`src/rtl/ga_eval_scheduler.sv`:
```
// Generation-level controller for the GA fitness/best-tracking datapath: walks the
// population two entries per cycle, checks convergence, and hands off to the evolve engine.
module ga_eval_scheduler #(
    parameter int unsigned FITNESS_WIDTH = 27,
    parameter int unsigned CHROM_WIDTH   = 8,
    parameter int unsigned POP_SIZE      = 16,
    parameter int unsigned ADDR_WIDTH    = 4,
    parameter int unsigned FIT_LATENCY   = 3,
    parameter int unsigned GEN_WIDTH     = 16
) (
    input  logic                     clk,
    input  logic                     reset,
    input  logic                     start,
    input  logic [GEN_WIDTH-1:0]     max_gen,
    input  logic [FITNESS_WIDTH-1:0] target_fit,
    output logic                     rd_en,
    output logic [ADDR_WIDTH-1:0]    rd_addr1,
    output logic [ADDR_WIDTH-1:0]    rd_addr2,
    output logic                     best_reset,
    output logic                     best_enable,
    output logic                     best_enable_second,
    input  logic [FITNESS_WIDTH-1:0] best_fit,
    input  logic [CHROM_WIDTH-1:0]   best_chrom,
    output logic                     evo_start,
    input  logic                     evo_done,
    output logic                     busy,
    output logic                     done,
    output logic                     converged,
    output logic [GEN_WIDTH-1:0]     gen_count,
    output logic [FITNESS_WIDTH-1:0] result_fit,
    output logic [CHROM_WIDTH-1:0]   result_chrom
);

    localparam int unsigned NUM_PAIRS  = (POP_SIZE + 1) / 2;
    localparam int unsigned PIPE_DEPTH = FIT_LATENCY + 1;
    localparam int unsigned DRAIN_W    = $clog2(FIT_LATENCY + 1) + 1;
    localparam logic [ADDR_WIDTH-1:0] LAST_PAIR = ADDR_WIDTH'(NUM_PAIRS - 1);
    localparam logic [DRAIN_W-1:0]    DRAIN_END = DRAIN_W'(FIT_LATENCY);
    localparam bit POP_ODD = (POP_SIZE % 2) == 1;

    typedef enum logic [2:0] {
        S_IDLE   = 3'd0,
        S_CLEAR  = 3'd1,
        S_ISSUE  = 3'd2,
        S_DRAIN  = 3'd3,
        S_CHECK  = 3'd4,
        S_EVOLVE = 3'd5,
        S_DONE   = 3'd6
    } state_t;

    state_t                   state_q, state_d;
    logic [ADDR_WIDTH-1:0]    pair_q, pair_d;
    logic [DRAIN_W-1:0]       drain_q, drain_d;
    logic [GEN_WIDTH-1:0]     gen_q, gen_d;
    logic [GEN_WIDTH-1:0]     max_gen_q, max_gen_d;
    logic [FITNESS_WIDTH-1:0] target_q, target_d;
    logic                     conv_q, conv_d;
    logic [FITNESS_WIDTH-1:0] res_fit_q, res_fit_d;
    logic [CHROM_WIDTH-1:0]   res_chrom_q, res_chrom_d;

    logic                     rd_en_q, rd_en_d;
    logic [ADDR_WIDTH-1:0]    addr1_q, addr1_d;
    logic [ADDR_WIDTH-1:0]    addr2_q, addr2_d;
    logic                     second_q, second_d;
    logic                     best_reset_q, best_reset_d;
    logic                     evo_start_q, evo_start_d;
    logic                     busy_q, busy_d;
    logic                     done_q, done_d;

    // Valid/second-lane delay line; its tail is the tracker update qualifier.
    logic [PIPE_DEPTH-1:0]    pipe_v_q;
    logic [PIPE_DEPTH-1:0]    pipe_s_q;

    logic [GEN_WIDTH-1:0]     gen_inc;

    assign gen_inc = (&gen_q) ? gen_q : gen_q + GEN_WIDTH'(1);

    // State and datapath registers
    always_ff @(posedge clk) begin
        if (reset) begin
            state_q      <= S_IDLE;
            pair_q       <= '0;
            drain_q      <= '0;
            gen_q        <= '0;
            max_gen_q    <= '0;
            target_q     <= '0;
            conv_q       <= 1'b0;
            res_fit_q    <= '0;
            res_chrom_q  <= '0;
            rd_en_q      <= 1'b0;
            addr1_q      <= '0;
            addr2_q      <= '0;
            second_q     <= 1'b0;
            best_reset_q <= 1'b0;
            evo_start_q  <= 1'b0;
            busy_q       <= 1'b0;
            done_q       <= 1'b0;
            pipe_v_q     <= '0;
            pipe_s_q     <= '0;
        end else begin
            state_q      <= state_d;
            pair_q       <= pair_d;
            drain_q      <= drain_d;
            gen_q        <= gen_d;
            max_gen_q    <= max_gen_d;
            target_q     <= target_d;
            conv_q       <= conv_d;
            res_fit_q    <= res_fit_d;
            res_chrom_q  <= res_chrom_d;
            rd_en_q      <= rd_en_d;
            addr1_q      <= addr1_d;
            addr2_q      <= addr2_d;
            second_q     <= second_d;
            best_reset_q <= best_reset_d;
            evo_start_q  <= evo_start_d;
            busy_q       <= busy_d;
            done_q       <= done_d;
            pipe_v_q     <= (pipe_v_q << 1) | PIPE_DEPTH'(rd_en_q);
            pipe_s_q     <= (pipe_s_q << 1) | PIPE_DEPTH'(second_q);
        end
    end

    // Next-state and datapath update
    always_comb begin
        state_d     = state_q;
        pair_d      = pair_q;
        drain_d     = drain_q;
        gen_d       = gen_q;
        max_gen_d   = max_gen_q;
        target_d    = target_q;
        conv_d      = conv_q;
        res_fit_d   = res_fit_q;
        res_chrom_d = res_chrom_q;

        unique case (state_q)
            S_IDLE, S_DONE: begin
                if (start) begin
                    state_d   = S_CLEAR;
                    max_gen_d = (max_gen == '0) ? GEN_WIDTH'(1) : max_gen;
                    target_d  = target_fit;
                    gen_d     = '0;
                    conv_d    = 1'b0;
                end
            end
            S_CLEAR: begin
                pair_d  = '0;
                state_d = S_ISSUE;
            end
            S_ISSUE: begin
                if (pair_q == LAST_PAIR) begin
                    drain_d = '0;
                    state_d = S_DRAIN;
                end else begin
                    pair_d = pair_q + ADDR_WIDTH'(1);
                end
            end
            S_DRAIN: begin
                // Hold until the last pair has left the pipeline and the tracker has settled.
                if (drain_q == DRAIN_END) begin
                    state_d = S_CHECK;
                end else begin
                    drain_d = drain_q + DRAIN_W'(1);
                end
            end
            S_CHECK: begin
                gen_d = gen_inc;
                if (best_fit <= target_q) begin
                    conv_d      = 1'b1;
                    res_fit_d   = best_fit;
                    res_chrom_d = best_chrom;
                    state_d     = S_DONE;
                end else if (gen_inc == max_gen_q) begin
                    res_fit_d   = best_fit;
                    res_chrom_d = best_chrom;
                    state_d     = S_DONE;
                end else begin
                    state_d = S_EVOLVE;
                end
            end
            S_EVOLVE: begin
                if (evo_done) begin
                    state_d = S_CLEAR;
                end
            end
            default: begin
                state_d = S_IDLE;
            end
        endcase
    end

    // Output decode from the upcoming state so every output leaves a flop
    always_comb begin
        rd_en_d      = 1'b0;
        addr1_d      = '0;
        addr2_d      = '0;
        second_d     = 1'b0;
        best_reset_d = 1'b0;
        evo_start_d  = 1'b0;
        busy_d       = 1'b0;
        done_d       = 1'b0;

        unique case (state_d)
            S_CLEAR: begin
                best_reset_d = 1'b1;
                busy_d       = 1'b1;
            end
            S_ISSUE: begin
                rd_en_d  = 1'b1;
                busy_d   = 1'b1;
                addr1_d  = ADDR_WIDTH'({pair_d, 1'b0});
                second_d = !(POP_ODD && (pair_d == LAST_PAIR));
                addr2_d  = second_d ? (addr1_d | ADDR_WIDTH'(1)) : addr1_d;
            end
            S_DRAIN, S_CHECK: begin
                busy_d = 1'b1;
            end
            S_EVOLVE: begin
                busy_d      = 1'b1;
                evo_start_d = (state_q != S_EVOLVE);
            end
            S_DONE: begin
                done_d = 1'b1;
            end
            default: begin
                busy_d = 1'b0;
            end
        endcase
    end

    assign rd_en              = rd_en_q;
    assign rd_addr1           = addr1_q;
    assign rd_addr2           = addr2_q;
    assign best_reset         = best_reset_q;
    assign best_enable        = pipe_v_q[PIPE_DEPTH-1];
    assign best_enable_second = pipe_v_q[PIPE_DEPTH-1] & pipe_s_q[PIPE_DEPTH-1];
    assign evo_start          = evo_start_q;
    assign busy               = busy_q;
    assign done               = done_q;
    assign converged          = conv_q;
    assign gen_count          = gen_q;
    assign result_fit         = res_fit_q;
    assign result_chrom       = res_chrom_q;

endmodule
```
`config.mk`:
```
export PLATFORM = sky130hd
export DESIGN_NAME = ga_eval_scheduler
export DESIGN_NICKNAME = d
export VERILOG_FILES = /design/src/rtl/ga_eval_scheduler.sv
export SDC_FILE = /design/constraint.sdc
export NUM_CORES = 1
export LEC_CHECK = 0
export ABC_CLOCK_PERIOD_IN_PS = 2900
export CORE_AREA = 10 10 154 156
export CTS_CLUSTER_DIAMETER = 40
export DETAILED_ROUTE_END_ITERATION = 16
export DIE_AREA = 0 0 164 166
export GPL_TIMING_DRIVEN = 0
export SYNTH_ARGS = -nofsm -noshare
export SYNTH_HDL_FRONTEND = slang
export SYNTH_SLANG_ARGS = --single-unit
```
`constraint.sdc`:
```
create_clock -name clk -period 2.9 [get_ports clk]
set_clock_uncertainty 0.1 [all_clocks]
set_input_delay 0.29 -clock clk [delete_from_list [all_inputs] [get_ports clk]]
set_output_delay 0.29 -clock clk [all_outputs]
set_load 0.005 [all_outputs]
```
Word level (Yosys, flattened, before mapping)
Index checks and enable logic that the tools add are counted.
Cells by class
  order comparisons: 1
  mux-type cells: 28
  eq/ne operators: 21
  reductions and logical operators: 17
  bitwise operators: 5
  add/subtract/negate cells: 3
Operators by type and width (count)
  2-to-1 mux 27 bit: 2
  2-to-1 mux 16 bit: 3
  one-hot mux 16 bit (2 select lines): 1
  less-or-equal comparator 27 bit: 1
  equality test 3 bit (second input constant): 6
  2-to-1 mux 3 bit: 6
  one-hot mux 3 bit (6 select lines): 1
  adder 16 x 1 -> 16 bit (second input constant): 1
  equality test 16 bit: 1
  zero test 16 bit: 1
  2-to-1 mux 8 bit: 2
  AND reduction 16 bit: 1
  equality test 3 x 2 -> 1 bit (second input constant): 5
  inequality test 2 bit (second input constant): 5
  OR 4 x 1 -> 4 bit: 2
  one-hot mux 4 bit (2 select lines): 1
  AND reduction 2 bit: 4
  nonzero test 2 bit: 4
  2-to-1 mux 1 bit: 7
  equality test 3 x 1 -> 1 bit (second input constant): 2
  one-hot mux 3 bit (2 select lines): 1
  AND reduction 3 bit: 2
  OR reduction 2 bit: 3
  OR reduction 5 bit: 1
  other kinds (10): 12
Storage, ports and cells
  input bits: 82
  register bits: 123
  output and inout bits: 67

Logic depth before layout (Yosys ltp)
  word-level depth: 9
  mapped depth: 12
  gate-level depth less buffers: 10

Worst setup path before layout
OpenSTA, ideal clock, no wires.
  kind: register -> register
  start point: register gen_q[0] (netlist: gen_count[0])
  end point: register res_chrom_q[6] (netlist: result_chrom[6])
  library setup time: 0.072 ns
  path slack: -0.103 ns
  arrival time: 2.831 ns
  period minus slack after synthesis: 3.003 ns
  stages on the path, launching flop included: 13
  cells stage by stage: dfxtp_1 ha_1 nand3_1 nor4_4 buf_6 mux2i_1 nor2_1 a2111o_1 nor4_2 a21o_1 buf_6 buf_12 mux2i_1
On the way
  word-level cells in the longest chain between the ends: 5
  elaborated cells on any way between the ends: 6
  classes of those cells: add/sub (1); eq/ne (1); mux (1); reduce/logical (3)
Ends and longest elaborated chain
  start, declared: line 54  | logic [GEN_WIDTH-1:0] gen_q, gen_d;
  start signal, assigned: line 104  | gen_q <= gen_d;
  adder 16 x 1 -> 16 bit / AND reduction 16 bit (equally long branches): line 76  | assign gen_inc = (&gen_q) ? gen_q : gen_q + GEN_WIDTH'(1);
  2-to-1 mux 16 bit *: line 76
  equality test 16 bit *: line 172  | end else if (gen_inc == max_gen_q) begin
  nonzero test 2 bit (no source line) *
  AND reduction 2 bit (no source line) *
  end signal, assigned: line 109  | res_chrom_q <= res_chrom_d;
  end, declared: line 59  | logic [CHROM_WIDTH-1:0] res_chrom_q, res_chrom_d;
Every way passes the cells marked *; elsewhere a longest branch is shown, timed or not.
A chain may end at the register's enable or synchronous reset.

Worst setup path in the final report
  start point: register gen_q[0] (netlist: gen_count[0])
  end point: register res_chrom_q[4] (netlist: result_chrom[4])
Same word-level chain as after synthesis.

==> impl_metrics.csv <==
group,metric,value,unit
outcome,status,"finished, final reports clean",
pwr,power_frac_clock,46.4,%
worst_setup_path,crit_required,3.14,ns
worst_setup_path,r2r-start,"gen_count[0]$_SDFFE_PP0P_",
pwr,power_switching,1.253,mW
placement,post-place-ws,-0.7253,ns
detailed_routing,avgRoutedWirePerCell,16.45,µm
global_routing,grt_pass1_vias,5881,
worst_setup_path,cp-end-kind,"flop",
placement,gp_congestion,0.8768,
worst_setup_path,startpoint_type,"flop",
pwr,seq_power_share,37.7,%
timing,fmax,0.3465,GHz
finish,final_area,9315,µm²
pwr,power,4.559,mW
die,coreArea,20690,µm²
synthesis,synth_ff_type,"dfxtp_1",
worst_setup_path,endpoint,"result_chrom[4]$_SDFFE_PP0P_",
die,start_util,30.44,%
finish,area_growth_syn_to_layout,47.89,%
worst_setup_path,crit_type,"flop to flop",
clocking,hold_buffers,0,
global_routing,grt_pass1_wl,32.26,mm
die,dieArea,27220,µm²
die,die_w,164,µm
detailed_routing,highest_layer,"met4",
clocking,cts_max_level,4,
pwr,switching_share,27.49,%
clocking,clock-sinks,117,
pwr,p_leak,3.439,nW
timing,maxSlewViolCount,0,
timing,finalCritPeriodShare,99.50,%
finish,multiInputGateArea,3760,µm²
worst_setup_path,r2r_end,"result_chrom[4]$_SDFFE_PP0P_",
finish,final_nets,1069,
finish,fillCellCount,2082,
timing,hold_viol,0,
timing,timing.max_slew.rel_slack,22.09,%
synthesis,yosysWarnings,0,
run,maxCapViolCount,0,
clocking,cts-buffers-inserted,17,
placement,hpwl,15.16,mm
detailed_routing,drc_errors,0,
timing,holdWs,0.2207,ns
worst_setup_path,crit_arrival,3.13,ns
detailed_routing,ant_nets,0,
synthesis,synth_cells,760,
die,pin_count,149,
worst_setup_path,cp-startpoint,"gen_count[0]$_SDFFE_PP0P_",
synthesis,syn_area_per_cell,8.288,µm²
detailed_routing,vias_per_cell,4.740,
finish,layout_common_cells,"clkdlybuf4s50_1 (140), nand2_1 (109), dfxtp_1 (97)",
clocking,insertion_delay,0.42,ns
clocking,root_buffer,"clkbuf_16",
timing,fin_crit,2.886,ns
timing,grt_setup_unrepaired,"true",
detailed_routing,drt-met1-wl,9.169,mm
global_routing,grt_max_degree,17,
synthesis,seq_area_frac_synth,37.19,%
timing,worst_slack,0.01438,ns
finish,final_core_util,45.02,%
clocking,cts.clk_slew.worst_paths,0.06,ns
timing,setup_viol,0,
finish,final_common_cell,"clkdlybuf4s50_1",
global_routing,grt_overflow,0,
finish,regArea,2380,µm²
finish,final_cells,1245,
global_routing,track_usage,14.87,%
timing,tightest_slew,1.160,ns
pwr,p_int,3.305,mW
clocking,cts_tree,"done",
synthesis,synth_cell_types,59,
worst_setup_path,cp_max_fo,8,
synthesis,synth-edff-count,0,
detailed_routing,drt_pass1_iterations,5,
clocking,clock_path_buffers,2,
pwr,power_density,489.4,nW/µm²
placement,io_buffers,146,
worst_setup_path,r2r_cells,12,
placement,placedCellCount,1181,
worst_setup_path,r2r_slack,0.01,ns
detailed_routing,route.met2.wl,9.790,mm
detailed_routing,met3_length,1.188,mm
detailed_routing,route.vias.total,5901,
min_path,hold_class,"input port to flop",
detailed_routing,totalWireLength,20.48,mm
placement,placed_area,8113,µm²
synthesis,synth-seq-cells,117,
detailed_routing,drtIter0Drc,261,
synthesis,synth_nets,874,
pwr,peakVddDrop,370.8,µV
synthesis,netlist_area,6299,µm²
die,die_y,166,µm
global_routing,antenna_found_initial,2,
finish,post_route_cells_drive_above_1_share,15.19,%
timing,setup-tns-final,0,ns
synthesis,async_flop_share,0,%
die,num_rows,53,
pwr,combPwrFrac,15.9,%
==> cell usage after synthesis (2+ instances only) <==
| cell | n | share of area [%] |
|---|---|---|
| a211o_1 | 3 | 0.42 |
| a211oi_1 | 4 | 0.48 |
| a21o_1 | 9 | 1.1 |
| a21oi_1 | 71 | 5.6 |
| a221oi_1 | 3 | 0.42 |
| a22oi_1 | 3 | 0.36 |
| a31oi_1 | 4 | 0.40 |
| a41oi_1 | 2 | 0.28 |
| and3_1 | 7 | 0.70 |
| and4_1 | 4 | 0.56 |
| buf_12 | 3 | 0.95 |
| buf_2 | 9 | 0.72 |
| buf_4 | 7 | 0.83 |
| buf_6 | 2 | 0.36 |
| clkbuf_1 | 32 | 1.9 |
| dfxtp_1 | 117 | 37 |
| ha_1 | 32 | 6.4 |
| inv_1 | 35 | 2.1 |
| mux2i_1 | 42 | 6.7 |
| nand2_1 | 109 | 6.5 |
| nand2b_1 | 73 | 7.3 |
| nand3_1 | 15 | 1.2 |
| nand3b_1 | 3 | 0.36 |
| nand4_1 | 10 | 0.99 |
| nand4_4 | 2 | 0.68 |
| nor2_1 | 50 | 3.0 |
| nor2b_1 | 6 | 0.60 |
| nor3_1 | 14 | 1.1 |
| nor3b_1 | 2 | 0.24 |
| nor4_1 | 10 | 0.99 |
| nor4_4 | 2 | 0.68 |
| nor4b_1 | 2 | 0.28 |
| o211ai_1 | 3 | 0.36 |
| o21a_1 | 2 | 0.24 |
| o21ai_0 | 18 | 1.4 |
| o31ai_1 | 5 | 0.60 |
| or3_1 | 4 | 0.40 |
| xnor2_1 | 13 | 1.8 |
| xor2_1 | 8 | 1.1 |
==> power groups by stage <==
stage	combinational [mW]	clock, mW	sequential [mW]
after global placement	0.677	0	1.75
after detailed placement	0.680	0	1.76
after floorplan	0.404	0	1.74
after CTS	0.718	2.16	1.72
final	0.724	2.12	1.72
after global routing	0.814	2.23	1.73
==> what timing repair did <==
action                     CTS  global route
setup endpoints to repair   45            45
pin swaps                   17             9
gates resized for setup     83            23
buffers inserted            20            14
gates cloned                 2             0
==> critical path, stage by stage, from the launching register on <==
cell and delay [ns]:
dfxtp_4 0.35, ha_4 0.17, buf_4 0.14, and3_4 0.21, a311oi_2 0.31, xnor2_1 0.12
a2111o_1 0.40, nor4_4 0.26, a21o_1 0.20, buf_12 0.15, buf_12 0.11, buf_12 0.11
mux2i_1 0.18
==> logic make-up (layout without fill, tap and decap cells) <==
group / count (synthesis) / after routing / synth area share, %
flops: 117 / 117 / 37.19
fa+ha+maj: 32 / 32 / 6.357
xor+xnor: 21 / 21 / 2.920
buf+inv: 89 / 297 / 6.913
other cells: 1 / 3 / 0.05954
simple gates: 319 / 319 / 26.28
mux: 43 / 43 / 6.853
compound gates: 138 / 138 / 13.43
==> worst min-delay path by stage <==
stage                           startpoint                           to  slack [ns]  cells after the start
finish                               reset         pair_q[0]$_SDFF_PP0_        0.22                      2
global route                  best_fit[20]  result_fit[20]$_SDFFE_PP0P_        0.25                      3
CTS                           best_fit[20]  result_fit[20]$_SDFFE_PP0P_        0.22                      3
detailed placement  pipe_v_q[2]$_SDFF_PP0_       pipe_v_q[3]$_SDFF_PP0_        0.33                      1
global placement    pipe_v_q[0]$_SDFF_PP0_       pipe_v_q[1]$_SDFF_PP0_        0.32                      1
floorplan           pipe_v_q[0]$_SDFF_PP0_       pipe_v_q[1]$_SDFF_PP0_        0.31                      1
==> sequential cells by signal (all words and copies together), names as in the netlist <==
| name | cells |
|---|---|
| max_gen_q | 16 |
| pair_q | 4 |
| drain_q | 3 |
| rd_addr2 | 4 |
| busy | 1 |
| evo_start | 1 |
| converged | 1 |
| best_reset | 1 |
| gen_count | 16 |
| state_q | 3 |
| done | 1 |
| result_chrom | 8 |
| pipe_v_q | 4 |
| result_fit | 27 |
| target_q | 27 |
==> cell type report <==
type	instances	share of cell area, %
flip-flops and latches	117	25.55
diodes	2	0.05373
multi-input cells	554	40.36
repair buffers	180	19.03
well taps	275	3.694
clock buffers	18	4.715
clock inverters	14	1.625
inverters	36	1.451
plain buffers	49	3.519
==> metal layers <==
layer  track usage, %  vias up
met2            24.36      150
met3            3.917       21
met4            4.819        0
met1            18.44     2716
li1                 -     3014
met5                0        -
(Power assumes the default switching activity.)
